File: config.mk
export PLATFORM = sky130hd
export DESIGN_NAME = lcd_slideshow_display
export DESIGN_NICKNAME = d
export VERILOG_FILES = /design/src/rtl/lcd_slideshow_display.sv
export SDC_FILE = /design/constraint.sdc
export NUM_CORES = 1
export LEC_CHECK = 0
export CORE_MARGIN = 2
export CORE_UTILIZATION = 47
export DETAILED_ROUTE_END_ITERATION = 7
export GPL_TIMING_DRIVEN = 0
export PLACE_DENSITY_LB_ADDON = 0.08
export SETUP_SLACK_MARGIN = 0.2
export SYNTH_ARGS = -nofsm -noshare
export SYNTH_HDL_FRONTEND = slang
export SYNTH_SLANG_ARGS = --single-unit
File: constraint.sdc
create_clock -name clk_25MHz -period 2 [get_ports clk_25MHz]
set_input_delay 0.4 -clock clk_25MHz [delete_from_list [all_inputs] [get_ports clk_25MHz]]
set_output_delay 0.4 -clock clk_25MHz [all_outputs]
set_load 0.02 [all_outputs]
File: src/rtl/lcd_slideshow_display.sv
// rtl/lcd_slideshow_display.sv - 1-bit ROM slideshow streamed as RGB332 words to an LCD writer
//
// After the LCD init sequence has been passed through, streams IMG_W*IMG_H
// 1-bit pixels (8 per ROM byte, MSB first) as {dc=1, RGB332} words to the
// writer. key_next/key_prev queue an image change that is applied only at
// the frame wrap. Define SLIDESHOW_AUTO_EN to add frame-counted auto advance.
//
// Ports:
//   clk_25MHz, rst                        clock, synchronous active-high reset
//   key_next, key_prev                    step requests, acted on at rising edge
//   auto_mode                             auto advance enable (SLIDESHOW_AUTO_EN only)
//   init_done, init_data, en_write_init   init sequencer handoff
//   wr_done                               writer accepted the current word
//   data, en_write                        word (bit8 = dc) and write request
//   rom_image_id, rom_addr, rom_data      image ROM, data valid 1 cycle after address
//   current_image_id, display_active, frame_done   status
module lcd_slideshow_display #(
   parameter int         IMG_W       = 240,
   parameter int         IMG_H       = 160,
   parameter int         NUM_IMAGES  = 5,
   parameter logic [7:0] FG_RGB332   = 8'hFF,
   parameter logic [7:0] BG_RGB332   = 8'h00,
   parameter int         AUTO_FRAMES = 30
) (
   input  logic        clk_25MHz,
   input  logic        rst,
   input  logic        key_next,
   input  logic        key_prev,
   input  logic        auto_mode,
   input  logic        init_done,
   input  logic [8:0]  init_data,
   input  logic        en_write_init,
   input  logic        wr_done,
   output logic [8:0]  data,
   output logic        en_write,
   output logic [2:0]  rom_image_id,
   output logic [14:0] rom_addr,
   input  logic [7:0]  rom_data,
   output logic [2:0]  current_image_id,
   output logic        display_active,
   output logic        frame_done
);

   localparam int            NUM_PIX  = IMG_W * IMG_H;
   localparam int            PW       = $clog2(NUM_PIX);
   localparam logic [PW-1:0] LAST_PIX = PW'(NUM_PIX - 1);
   localparam logic [2:0]    LAST_IMG = 3'(NUM_IMAGES - 1);

   typedef enum logic [2:0] {IDLE, INIT, FETCH, WAIT_ROM, WRITE} state_t;

   state_t        state, state_nxt;
   logic [PW-1:0] pix;
   logic [7:0]    byte_reg;
   logic [2:0]    image_id, image_nxt, image_fwd, image_back;
   logic          key_next_q, key_prev_q;
   logic          next_edge, prev_edge, key_edge;
   logic          pend_valid, pend_next;
   logic          pix_last, wrap, pix_bit;

   assign pix_last   = (pix == LAST_PIX);
   assign wrap       = (state == WRITE) && wr_done && pix_last;
   assign next_edge  = key_next & ~key_next_q;
   assign prev_edge  = key_prev & ~key_prev_q;
   // simultaneous edges on both keys cancel out
   assign key_edge   = next_edge ^ prev_edge;
   assign image_fwd  = (image_id == LAST_IMG) ? 3'd0 : image_id + 3'd1;
   assign image_back = (image_id == 3'd0) ? LAST_IMG : image_id - 3'd1;

   assign rom_addr         = 15'(pix[PW-1:3]);
   assign rom_image_id     = image_id;
   assign current_image_id = image_id;
   assign display_active   = (state == FETCH) || (state == WAIT_ROM) || (state == WRITE);
   assign pix_bit          = byte_reg[3'd7 - pix[2:0]];

`ifdef SLIDESHOW_AUTO_EN
   localparam int AW = $clog2(AUTO_FRAMES + 1);
   logic [AW-1:0] auto_cnt;
   logic          auto_hit;

   // true on the frame whose wrap brings the count up to AUTO_FRAMES
   assign auto_hit = (auto_cnt == AW'(AUTO_FRAMES - 1));

   always_ff @(posedge clk_25MHz) begin
      if (rst || !auto_mode) begin
         auto_cnt <= '0;
      end else if (wrap) begin
         if (pend_valid || auto_hit)
            auto_cnt <= '0;
         else
            auto_cnt <= auto_cnt + AW'(1);
      end
   end
`else
   logic unused_auto_mode;
   assign unused_auto_mode = auto_mode;
`endif

   // image changes only at a wrap; a key request wins over auto advance
   always_comb begin
      image_nxt = image_id;
      if (wrap) begin
         if (pend_valid)
            image_nxt = pend_next ? image_fwd : image_back;
`ifdef SLIDESHOW_AUTO_EN
         else if (auto_mode && auto_hit)
            image_nxt = image_fwd;
`endif
      end
   end

   always_comb begin
      state_nxt = state;
      case (state)
         IDLE:     state_nxt = INIT;
         INIT:     if (init_done) state_nxt = FETCH;
         FETCH:    state_nxt = WAIT_ROM;
         WAIT_ROM: state_nxt = WRITE;
         WRITE: begin
            // a new byte is needed when the next pixel starts a byte or the frame wraps
            if (wr_done && (pix_last || pix[2:0] == 3'd7))
               state_nxt = FETCH;
         end
         default:  state_nxt = IDLE;
      endcase
   end

   always_comb begin
      en_write = 1'b0;
      data     = {1'b1, pix_bit ? FG_RGB332 : BG_RGB332};
      if (state == INIT) begin
         data     = init_data;
         en_write = en_write_init;
      end else if (state == WRITE) begin
         en_write = 1'b1;
      end
   end

   always_ff @(posedge clk_25MHz) begin
      if (rst) begin
         state      <= IDLE;
         pix        <= '0;
         byte_reg   <= '0;
         image_id   <= '0;
         key_next_q <= 1'b0;
         key_prev_q <= 1'b0;
         pend_valid <= 1'b0;
         pend_next  <= 1'b0;
         frame_done <= 1'b0;
      end else begin
         state      <= state_nxt;
         key_next_q <= key_next;
         key_prev_q <= key_prev;
         frame_done <= wrap;
         image_id   <= image_nxt;
         if (state == WAIT_ROM)
            byte_reg <= rom_data;
         if (state == WRITE && wr_done)
            pix <= pix_last ? '0 : pix + PW'(1);
         // a new edge at the wrap cycle is kept for the following frame
         if (key_edge) begin
            pend_valid <= 1'b1;
            pend_next  <= next_edge;
         end else if (wrap) begin
            pend_valid <= 1'b0;
         end
      end
   end

endmodule

==> run_results.csv <==
group,metric,value,unit
sta,finalCriticalPeriod,2.146,ns
grt,grt_pass1_vias,1530,
pwr,total_power,1.579,mW
placed_design,place.gp.congestion,0.8209,
clocking,clock_latency,0.28,ns
grt,grt_pass1_wl,6.803,mm
drt,wl_per_cell,13.25,um
setup_path,cp_max_fo,8,
sta,rsz0062_at_grt,"yes",
finish,n_fill_cell,340,
yosys,ys_ff_latch,35,
grt,gr-total-overflow,0,
drt,antenna_left,0,
die,ios,58,
yosys,synth_edf_count,0,
clocking,cts_tree,"yes",
pwr,vdd_drop_max,0.4881,mV
finish,largest_reg_flops,16,
pwr,power_leakage,1.444,nW
sta,hold_viol_final,0,
die,die_w,68.53,um
clocking,clockRootBuffer,"clkbuf_8",
worst_hold_path,hold_class,"reg -> reg",
job,drv_cap,0,
grt,grt_max_degree,12,
setup_path,end_kind,"output pin",
yosys,avgSynthCellArea,9.102,um^2
yosys,async_flop_share,0,%
die,core_area,0.004000,mm^2
drt,detail_route.first_pass.iterations,5,
die,start_util,48.92,%
outcome,status,"finished, violations left",
grt,grt_antenna_before_repair,0,
yosys,ys.warnings.count,0,
finish,antennaDiodeCount,0,
setup_path,arrival,1.75,ns
clocking,cts.sinks,35,
sta,post-route-period-util,107.3,%
outcome,violations,"negative setup slack",
finish,design.final.nets,317,
drt,vias,1738,
pwr,p_per_area,550.0,mW/mm^2
drt,drt-total-wl,4.464,mm
sta,slew_headroom,59.48,%
yosys,synthesis.area,0.001957,mm^2
sta,final-setup-viol-count,8,
setup_path,required,1.60,ns
grt,track_usage,19.01,%
drt,drcViolationCount,0,
die,die-area,0.004696,mm^2
sta,drv_slew,0,
finish,area_growth,46.74,%
setup_path,criticalPathCategory,"reg -> out",
clocking,postCtsHoldBufs,0,
clocking,h-tree-depth,2,
clocking,cts_buffer_depth,2,
yosys,yosys.cell_types.count,47,
setup_path,critPathLaunchType,"register",
sta,fmax,465.9,MHz
clocking,cts.clk_slew.worst_paths,0.06,ns
drt,initialDrtViolationCount,42,
sta,worst_pin_slew,0.6077,ns
finish,drive_gt1_share,26.83,%
drt,vias_per_cell,5.157,
yosys,synth_flop_cell,"dfxtp_1",
die,rows,23,
sta,fin_worst_skew,0.009253,ns
yosys,netlist_instances,215,
placed_design,dp_hpwl,2.992,mm
sta,setup_ws,-0.1463,ns
yosys,synth_seq_area_share,35.81,%
placed_design,pre_cts_ws,-0.3800,ns
placed_design,numPortBuffers,54,
die,die_height,68.53,um
clocking,cts_made_buffers,5,
## logic make-up after synthesis
logic type / synth area share [%]
and+or+nand+nor: 25.00
adders and majority gates: 3.708
other: 0.1916
xor gates and xnor gates: 5.371
AOI/OAI and AO/OA: 10.81
buffers and inverters: 10.61
DFF: 35.81
muxes: 8.504
## through the flow
| stage | utilization, % | instance area [um^2] | hold WS [ns] | instances | setup TNS, ns |
|---|---|---|---|---|---|
| 5_1_grt | 71.79 | 2872 | 0.5203 | 337 | -1.604 |
| 2_1_floorplan | - | 1962 | 0.4578 | 216 | 0 |
| 4_1_cts | 69.91 | 2796 | 0.5009 | 334 | -1.245 |
| 3_3_place_gp | 64.12 | 2565 | 0.4678 | 320 | -6.625 |
| 3_5_place_dp | 64.12 | 2565 | 0.4921 | 320 | -6.375 |
| 6_report | 71.79 | 2872 | 0.4970 | 337 | -1.100 |
## timing repair
item / in CTS / in global routing
endpoints found under the hold margin: 0 / 0
gates resized for setup: 83 / 20
pin swaps: 2 / 2
setup buffers: 7 / 2
gates cloned: 0 / 1
endpoints found under the setup margin: 40 / 36
## cell usage after synthesis (2+ instances only)
cell,n,area [um^2]
dfxtp_1,35,700.7
nor2_1,21,78.83
buf_4,19,142.6
mux2i_1,11,110.1
nand2_1,10,37.54
xor2_1,10,87.58
a21oi_1,9,45.04
a21o_1,8,60.06
nand4_1,8,50.05
nand3_1,7,35.03
and4_1,5,43.79
ha_1,5,62.56
inv_1,5,18.77
nand2b_1,5,31.28
clkbuf_1,4,15.01
o21ai_0,4,20.02
or3_1,4,25.02
and2_1,3,18.77
buf_2,3,15.01
nor2b_1,3,18.77
a211o_1,2,17.52
a31o_2,2,17.52
and4bb_2,2,25.02
mux4_2,2,45.04
nand3b_1,2,15.01
nor3_1,2,10.01
nor3b_1,2,15.01
nor4_1,2,12.51
xnor2_1,2,17.52
## path summary, 6_finish.rpt
check / slack (ns) / startpoint / depth (start not counted) / end
setup / recovery: -0.15 / pix[0]$_SDFFE_PP0N_ / 5 / data[7]
hold / removal: 0.50 / pix[15]$_SDFFE_PP0N_ / 2 / pix[15]$_SDFFE_PP0N_
setup reg to reg: 0.06 / pix[0]$_SDFFE_PP0N_ / 8 / current_image_id[0]$_SDFFE_PP0P_
hold reg to reg: 0.50 / pix[15]$_SDFFE_PP0N_ / 2 / pix[15]$_SDFFE_PP0N_
## metal layers
metal | routed length [um] | up-vias | GRT usage, %
met5 | 0 | - | 0
met4 | 21 | 0 | 4.500
met3 | 160 | 2 | 3.896
met2 | 2219 | 28 | 30.77
met1 | 2062 | 822 | 25.96
li1 | - | 886 | -
## cells in the final DEF, fill, tap and decap left out, types with 3 or more instances in the layout
master           Yosys  routed
dfxtp_2              0       8
or3_1                4       3
clkbuf_8             0       6
dfxtp_1             35      26
nor2_1              21      20
nand2b_1             5       5
clkbuf_1             4       3
nor2b_1              3       3
nand2_1             10      10
dlymetal6s2s_1       0       9
a21o_1               8       8
ha_1                 5       4
o21ai_0              4       4
xor2_1              10      10
dlygate4sd2_1        0       7
clkdlybuf4s50_1      0      28
inv_1                5       5
and4_1               5       5
and2_1               3       3
nand3_1              7       7
buf_6                1      14
buf_4               19      25
mux2i_1             11      10
nand4_1              8       8
a21oi_1              9       9
## report_power, final
part,internal [mW],total [mW],switching (mW)
Sequential,0.710,0.718,0.00850
Clock,0.364,0.612,0.248
Combinational,0.141,0.249,0.108
Total,1.21,1.58,0.364
## critical path, cell delays in order, from the launching register on
cell and delay (ns):
dfxtp_4 0.37, mux4_2 0.52, mux2i_4 0.19, nor2_4 0.08, a21o_1 0.17, buf_6 0.13
## final cells by class
class	instances	area, um^2	area share, %
clock inverters	2	37.54	1.307
flip-flops and latches	35	714.4	24.88
inverters	5	18.77	0.6536
well taps	50	62.56	2.179
repair buffers	64	633.1	22.05
multi-input cells	148	1121	39.04
plain buffers	28	215.2	7.495
clock buffers	5	68.82	2.397
No activity file was read; power rests on OpenSTA's default activity.
